File: src/rtl/down_counter_sync_tff.sv
// -----------------------------------------------------------------------------
// down_counter_sync_tff
//
// Synchronous binary down counter built from one T flip-flop per bit. Every
// flop is clocked by clk; each bit's toggle is decoded from the lower bits
// being all zero (count mode) or from q ^ d (load mode). Adds enable,
// parallel load, a combinational terminal count and a registered borrow pulse.
//
// Parameters:
//   WIDTH  counter width in bits (2..16)
//   WRAP   1: underflow wraps 0 -> all-ones (borrow pulses)
//          0: saturate at 0 (borrow never asserts)
//
// Ports:
//   clk     in   rising-edge clock
//   rst     in   asynchronous active-low reset (q -> all-ones, borrow -> 0)
//   en      in   count enable, decrement by one per edge
//   load    in   synchronous parallel load, overrides en
//   d       in   parallel load value (only sampled when load=1)
//   q       out  registered count
//   tc      out  combinational terminal count, 1 when q == 0
//   borrow  out  registered one-cycle pulse on a 0 -> wrap transition
//
// Optional build macro:
//   DOWN_COUNTER_RELOAD_EN  adds a reload register (reset to all-ones,
//                           captured from d on every load). On a wrap, q takes
//                           the reload value instead of all-ones, making the
//                           block a divide-by-(N+1) counter. WRAP=0 saturation
//                           still has priority.
// -----------------------------------------------------------------------------
module down_counter_sync_tff #(
  parameter int WIDTH = 4,
  parameter bit WRAP  = 1'b1
) (
  input  logic             clk,
  input  logic             rst,
  input  logic             en,
  input  logic             load,
  input  logic [WIDTH-1:0] d,
  output logic [WIDTH-1:0] q,
  output logic             tc,
  output logic             borrow
);

  logic [WIDTH-1:0] q_q;
  logic [WIDTH-1:0] q_d;
  logic [WIDTH-1:0] t;
  logic             borrow_q;
  logic             borrow_d;

  // zero_chain[i] is 1 when q_q[i-1:0] are all zero; zero_chain[0] is the
  // empty product. This is the classic synchronous T-counter carry chain.
  logic [WIDTH:0]   zero_chain;
  logic             is_zero;

  assign zero_chain[0] = 1'b1;

  for (genvar i = 0; i < WIDTH; i++) begin : g_chain
    assign zero_chain[i+1] = zero_chain[i] & ~q_q[i];
  end

  assign is_zero = zero_chain[WIDTH];

`ifdef DOWN_COUNTER_RELOAD_EN
  logic [WIDTH-1:0] reload_q;
  logic [WIDTH-1:0] reload_d;

  always_comb begin
    reload_d = reload_q;
    if (load) begin
      reload_d = d;
    end
  end

  always_ff @(posedge clk or negedge rst) begin
    if (!rst) begin
      reload_q <= '1;
    end else begin
      reload_q <= reload_d;
    end
  end
`endif

  // Toggle decode. Priority: load, then enabled count, else hold.
  always_comb begin
    t        = '0;
    borrow_d = 1'b0;
    if (load) begin
      // Toggling exactly the differing bits lands q on d in one edge.
      t = q_q ^ d;
    end else if (en) begin
      if (is_zero && !WRAP) begin
        // Saturate: suppress every toggle so q stays at 0.
        t = '0;
      end else begin
        // At zero every lower-zero term is true, so all bits toggle and the
        // count naturally wraps to all-ones.
        t        = zero_chain[WIDTH-1:0];
        borrow_d = is_zero;
`ifdef DOWN_COUNTER_RELOAD_EN
        // q is all zero here, so toggling the reload pattern yields it.
        if (is_zero) begin
          t = reload_q;
        end
`endif
      end
    end
  end

  // Each bit is a T flip-flop: next = current XOR toggle.
  assign q_d = q_q ^ t;

  always_ff @(posedge clk or negedge rst) begin
    if (!rst) begin
      q_q      <= '1;
      borrow_q <= 1'b0;
    end else begin
      q_q      <= q_d;
      borrow_q <= borrow_d;
    end
  end

  assign q      = q_q;
  assign tc     = is_zero;
  assign borrow = borrow_q;

endmodule

File: config.mk
export PLATFORM = sky130hd
export DESIGN_NAME = down_counter_sync_tff
export DESIGN_NICKNAME = d
export VERILOG_FILES = /design/src/rtl/down_counter_sync_tff.sv
export SDC_FILE = /design/constraint.sdc
export NUM_CORES = 1
export LEC_CHECK = 0
export CORE_AREA = 3 3 40 42
export DETAILED_ROUTE_END_ITERATION = 8
export DIE_AREA = 0 0 43 45
export PLACE_DENSITY = 0.53
export SETUP_SLACK_MARGIN = 0.4
export SYNTH_ARGS = -nofsm -noshare
export SYNTH_HDL_FRONTEND = slang
export SYNTH_SLANG_ARGS = --single-unit
File: constraint.sdc
create_clock -name clk -period 2.7 [get_ports clk]
set_input_delay 0.675 -clock clk [delete_from_list [all_inputs] [get_ports clk]]
set_output_delay 0.675 -clock clk [all_outputs]
set_load 0.01 [all_outputs]
==> summary.txt, run 1 <==
Status
  • Status: completed

Run
  • # Max-Cap Violations: 0

Die
  • Ports: 14
  • FP Rows: 13
  • Starting Density: 19.8%
  • Die Y: 45 um
  • Die X: 43 um
  • Die ar.: 1940 sq um
  • Core ar.: 1280 sq um

Timing
  • Final setup viols: 0
  • Final hold vios: 0
  • Max Freq: 465 MHz
  • Final Skew: 0.000698 ns
  • Final critical-path required period: 2.15 ns
  • Rel. slew slack: between 80% and 90%
  • Setup TNS: 0 ns
  • Post-route clock period utilization: 79.7%
  • Max-slew violations: 0
  • RSZ-0062 raised after global routing: false
  • Worst Tran Pin Value: 0.293 ns

Pwr
  • Max VDD drop: 0.000195 V
  • Pwr Density: 587 nW/um^2
  • Cell leakage power: 0.000157 uW

Yosys
  • Post-synthesis cell count: 22
  • Seq cells post-synth: 5
  • Count of cell types in the netlist: 12
  • Synth Warn #: 0
  • Sequential area share after synthesis: between 50% and 60%
  • Synthesized cell area: 254 sq um
  • Avg Inst Size Synth: 11.5 sq um
  • Synth Net Count: 30

Setup path
  • R2r endpoint: q[1]$_DFF_PN1_
  • Req. time, crit path: 2.03 ns
  • Worst Setup End Kind: output port
  • Crit path max fanout: 6
  • Worst Reg-to-Reg Cells: 3
  • Crit path arrival time: about 1.5 ns
  • Crit path to: tc
  • Critical R2R Launch: q[0]$_DFF_PN1_
  • Slowest stage cell on the critical path: clkdlybuf4s50_1
  • Crit. Startpoint: q[0]$_DFF_PN1_
  • Crit-path max cell delay: 0.58 ns
  • CP Launch Type: register
  • Crit Path Class: register to output port
  • Cell Chain, Critical Path: nor4_1 -> clkdlybuf4s50_1
  • R2R setup slack: approximately 1.5 ns

Final layout
  • Most frequent cells in the layout: clkdlybuf4s50_1 (13), dfstp_2 (4)
  • Area of the multi-input gates: 119 sq um
  • Synth-to-layout area growth: 67.0%
  • Inserted Diodes: 0
  • Commonest non-fill, non-tap cell in the layout: clkdlybuf4s50_1
  • Fillers: 140
  • Layout cell share with drive strength beyond 1: 26.3%
  • Layout Utilization: about a third
  • Nets: 47
  • Storage cell area: about 130 sq um

Routing
  • Antenna Nets Post-Route: 0
  • Drt wl/cell: about 11 um
  • Vias per cell: 4.19
  • DR vias: 222
  • DRT Pass-1 Iters: 2
  • DRC: 0
  • Final WL: 606 um
  • Initial DRC count: 6

Global route
  • Congestion Overflow GR: 0
  • Global-route wire length before repair: 993 um
  • Vias in the first global route: 227
  • Initial antenna violation count: 0
  • Tot GR Track Use: 7.62%
  • Pin count of the biggest net entering global routing: 10

Clocking
  • H-tree depth: 1
  • Number of CTS-inserted buffers: 3
  • Sink Count: 5
  • Clock Tree Root: clkbuf_4
  • Skew-Pair Late Insertion Delay: 0.24 ns
  • # hold bufs at CTS: 0
  • Post-CTS sizing: 0
  • Clk slew on worst S/H paths: 0.04 ns
  • CTS tree: built
  • Post-CTS setup buffer count: 0
  • Clock Path Buffers: 2

Placement
  • Number of port buffers: 13
  • Routability Congestion: ~0.7
  • HPWL after DPL: roughly 460 um

Min path
  • Hold Crit Class: register to register
kinds of logic after synthesis:
| kind of cell | after synthesis | share of synthesized area (%) |
|---|---|---|
| and+or+nand+nor | 9 | 27.1 |
| DFF | 5 | 51.2 |
| AOI/OAI and AO/OA | 4 | 9.36 |
| xor gates and xnor gates | 3 | 10.3 |
| buffers and inverters | 1 | 1.97 |
worst min-delay path by stage:
stage / startpoint / endpoint / depth (start not counted)
6_report: q[2]$_DFF_PN1_ / q[2]$_DFF_PN1_ / 2
5_1_grt: q[2]$_DFF_PN1_ / q[2]$_DFF_PN1_ / 2
4_1_cts: q[2]$_DFF_PN1_ / q[2]$_DFF_PN1_ / 2
3_5_place_dp: q[2]$_DFF_PN1_ / q[2]$_DFF_PN1_ / 2
3_3_place_gp: q[3]$_DFF_PN1_ / borrow$_DFF_PN0_ / 1
2_1_floorplan: rst / borrow$_DFF_PN0_ / 0
worst max-delay path: cells and delay by family, from the launching register on:
| kind | cells | cell delay, ns |
|---|---|---|
| buffers and inverters | 1 | 0.58 |
| flip-flops | 1 | 0.39 |
| AND/OR/NAND/NOR | 1 | 0.26 |
sequential cells by signal, indices dropped and copies added (netlist names):
signal and cells:
q 4, borrow 1
through the flow:
stage	std cells	total power (uW)	hold WS, ns	worst slack [ns]	instance area, sq um
final	53	249	0.617	0.549	424
after detailed placement	49	165	0.602	0.790	398
after CTS	53	255	0.619	0.537	424
after global routing	53	269	0.651	0.509	424
after global placement	49	164	0.601	0.802	398
after floorplan	22	128	0.379	1.17	254
cells in the mapped netlist:
cell,number,area share [%]
clkbuf_2,1,2.0
nor4b_2,1,5.9
xnor2_1,3,10
and2b_2,1,3.4
o21ai_0,3,5.9
dfrtp_1,1,9.9
nor3b_1,2,5.9
nand2_1,3,4.4
nor3b_2,1,4.9
dfstp_2,4,41
nor4_1,1,2.5
a211o_1,1,3.4
where the power goes:
group	internal, uW	leakage, uW	switching [uW]	total, uW
combinational	39.6	0.0000864	21.1	60.7
clock	55.8	0.0000150	29.5	85.3
sequential	90.3	0.0000559	12.9	103
total	186	0.000157	63.5	249
cell type report:
class | instances | area share [%]
multi-input combinational | 16 | 28.0
timing repair buffer | 13 | 30.7
tap | 15 | 4.42
clock buffer | 4 | 6.19
sequential | 5 | 30.7
routing by layer:
layer	routed length (um)	global-route usage (%)	vias to the layer above	share of wire (%)
li1	-	-	108	-
met1	267	7.35	100	44
met2	243	11.1	14	40
met3	95	5.98	0	16
met4	0	5.42	0	0
met5	0	0	-	0
No activity file was read; power rests on OpenSTA's default activity.
==> run 2: changes to the inputs <==
--- a/config.mk
+++ b/config.mk
@@ -8,7 +8,7 @@
 export CORE_AREA = 3 3 40 42
 export DETAILED_ROUTE_END_ITERATION = 8
 export DIE_AREA = 0 0 43 45
-export PLACE_DENSITY = 0.53
+export PLACE_DENSITY = 0.55
 export SETUP_SLACK_MARGIN = 0.4
 export SYNTH_ARGS = -nofsm -noshare
 export SYNTH_HDL_FRONTEND = slang
==> constraint.sdc (replaced) <==
create_clock -name clk -period 1.9 [get_ports clk]
set_input_delay 0.475 -clock clk [delete_from_list [all_inputs] [get_ports clk]]
set_output_delay 0.475 -clock clk [all_outputs]
set_load 0.01 [all_outputs]
==> summary.txt, run 2 (synthesis results as in run 1) <==
Status
  • Status: completed

Routing
  • DR vias: 247 (+11%)
  • Antenna Nets Post-Route: 0 (unchanged)
  • Initial DRC count: 0 (-6)
  • DRC: 0 (unchanged)
  • DRT Pass-1 Iters: 1 (-1)
  • Drt wl/cell: 12.8 um (+12%)
  • Final WL: 732 um (+21%)
  • Vias per cell: 4.33 (+3.5%)

Global route
  • Global-route wire length before repair: 1150 um (+16%)
  • GRT met3 Usage: 3.98% (-2.0 points)
  • M1 GR Usage: 8.54% (+1.2 points)
  • Vias in the first global route: 289 (+27%)
  • Tot GR Track Use: 8.36% (+0.74 points)
  • Congestion Overflow GR: 0 (unchanged)
  • Global Route met2 Usage: 12.9% (+1.8 points)
  • Initial antenna violation count: 0 (unchanged)
  • Busiest grt layer: met2
  • Pin count of the biggest net entering global routing: 10 (unchanged)

Clocking
  • H-tree depth: 1 (unchanged)
  • Clk slew on worst S/H paths: 0.05 ns (about the same)
  • Clock Tree Root: clkbuf_4
  • Sink Count: 5 (unchanged)
  • # hold bufs at CTS: 0 (unchanged)
  • CTS tree: built
  • Number of CTS-inserted buffers: 3 (unchanged)
  • Clock Path Buffers: 2 (unchanged)
  • Skew-Pair Late Insertion Delay: 0.24 ns (about the same)

Timing
  • Final WS setup: 0.407 ns (-0.142 ns)
  • Final Skew: 0.00202 ns (+0.00132 ns)
  • Final hold vios: 0 (unchanged)
  • RSZ-0062 raised after global routing: true
  • Max-slew violations: 0 (unchanged)
  • Setup TNS: 0 ns (unchanged)
  • Post-route clock period utilization: 78.6%
  • Max Freq: 670 MHz
  • Final setup viols: 0 (unchanged)
  • Min Hold Slack: 0.454 ns (-0.162 ns)
  • Final critical-path required period: 1.49 ns
  • Rel. slew slack: 75.4% (-5.0 points)
  • Worst Tran Pin Value: 0.368 ns (+0.0750 ns)

Min path
  • Hold Crit Class: input pin to async pin

Placement
  • Number of port buffers: 13 (unchanged)
  • DP Worst Slack: 0.170 ns (-0.620 ns)
  • Routability Congestion: 0.743 (+8.8%)
  • HPWL after DPL: 483 um (+4.5%)
  • Placed cell areas: 398 sq um (unchanged)

Die
  • Core ar.: 1280 sq um (unchanged)
  • Die ar.: 1940 sq um (unchanged)
  • Die Y: 45 um (unchanged)
  • Die X: 43 um (unchanged)
  • Starting Density: 19.8% (unchanged)
  • FP Rows: 13 (unchanged)
  • Ports: 14 (unchanged)

Setup path
  • Req. time, crit path: 1.42 ns (-0.61 ns)
  • Crit Path Class: register to output port
  • Crit path max fanout: 3 (-3)
  • Crit path arrival time: 1.02 ns (-0.46 ns)
  • CP Launch Type: register
  • Worst Setup End Kind: output port
  • R2R setup slack: 0.65 ns (-0.88 ns)

Final layout
  • Inserted Diodes: 0 (unchanged)
  • Commonest non-fill, non-tap cell in the layout: clkdlybuf4s50_1
  • Most frequent cells in the layout: clkdlybuf4s50_1 (6), buf_2 (5), dfstp_2 (4), buf_4 (4)
  • Fin area: 452 sq um (+6.5%)
  • Layout cell share with drive strength beyond 1: 47.6% (+21 points)
  • Max reg flops: 4 (unchanged)
  • Nets: 51 (+8.5%)
  • Synth-to-layout area growth: 77.8%

Pwr
  • Clk pwr share: 33.6% (-0.6 points)
  • Cell leakage power: 0.000203 uW (+29%)
  • Switching Fraction: 27.9% (+2.5 points)
  • Sequential Power Share: 38.8% (-2.6 points)
  • Pwr Density: 820 nW/um^2 (+40%)
  • Switching power total: 103 uW (+63%)
  • Comb pwr share: 27.6% (+3.3 points)
  • Max VDD drop: 0.000347 V (+78%)
  • Internal power: 267 uW (+44%)

Run
  • # Max-Cap Violations: 0 (unchanged)
[run 2: metrics by stage]
stage	utilization [%]	power, uW	std cells
finish	35.2	370	57
global route	35.2	391	57
global placement	31.0	231	49
CTS	34.3	372	57
detailed placement	31.0	235	49
floorplan	-	182	22
[run 2: path summary, 6_finish.rpt]
check	startpoint	endpoint	cells after the start
max	q[3]$_DFF_PN1_	tc	2
min	rst	borrow$_DFF_PN0_	1
max reg2reg	q[0]$_DFF_PN1_	q[1]$_DFF_PN1_	4
min reg2reg	q[2]$_DFF_PN1_	q[2]$_DFF_PN1_	2
max in group asynchronous	rst	q[1]$_DFF_PN1_	1
min in group clk	q[2]$_DFF_PN1_	q[2]$_DFF_PN1_	2
[run 2: critical path, stage by stage (launching register included)]
cell and delay (ns):
dfstp_2 0.38, nor4_2 0.24, buf_2 0.16
[run 2: routing by layer]
layer | share of wire [%] | routed length, um
met5 | 0 | 0
met4 | 0 | 0
met3 | 9.3 | 68
met2 | 48 | 354
met1 | 42 | 309
[run 2: power groups by stage]
stage / Combinational (uW) / Sequential, uW / Clock, uW
final: 102 / 144 / 124
after global routing: 110 / 147 / 135
after CTS: 99.0 / 141 / 133
after detailed placement: 87.8 / 147 / 0
after global placement: 86.0 / 145 / 0
after floorplan: 31.9 / 151 / 0
[run 2: area by class of cell]
class	instances	area [sq um]
multi-input combinational	16	140
timing repair buffer	17	136
tap	15	18.8
sequential	5	130
fill	140	833
clock buffer	4	26.3
[run 2: what timing repair did]
action / 4_1_cts / 5_1_grt
setup buffers: 4 / 0
setup endpoints to repair: 6 / 4
endpoints found under the hold margin: 0 / 0
pin swaps: 0 / 1
resized for setup: 20 / 6
gates cloned: 0 / 0
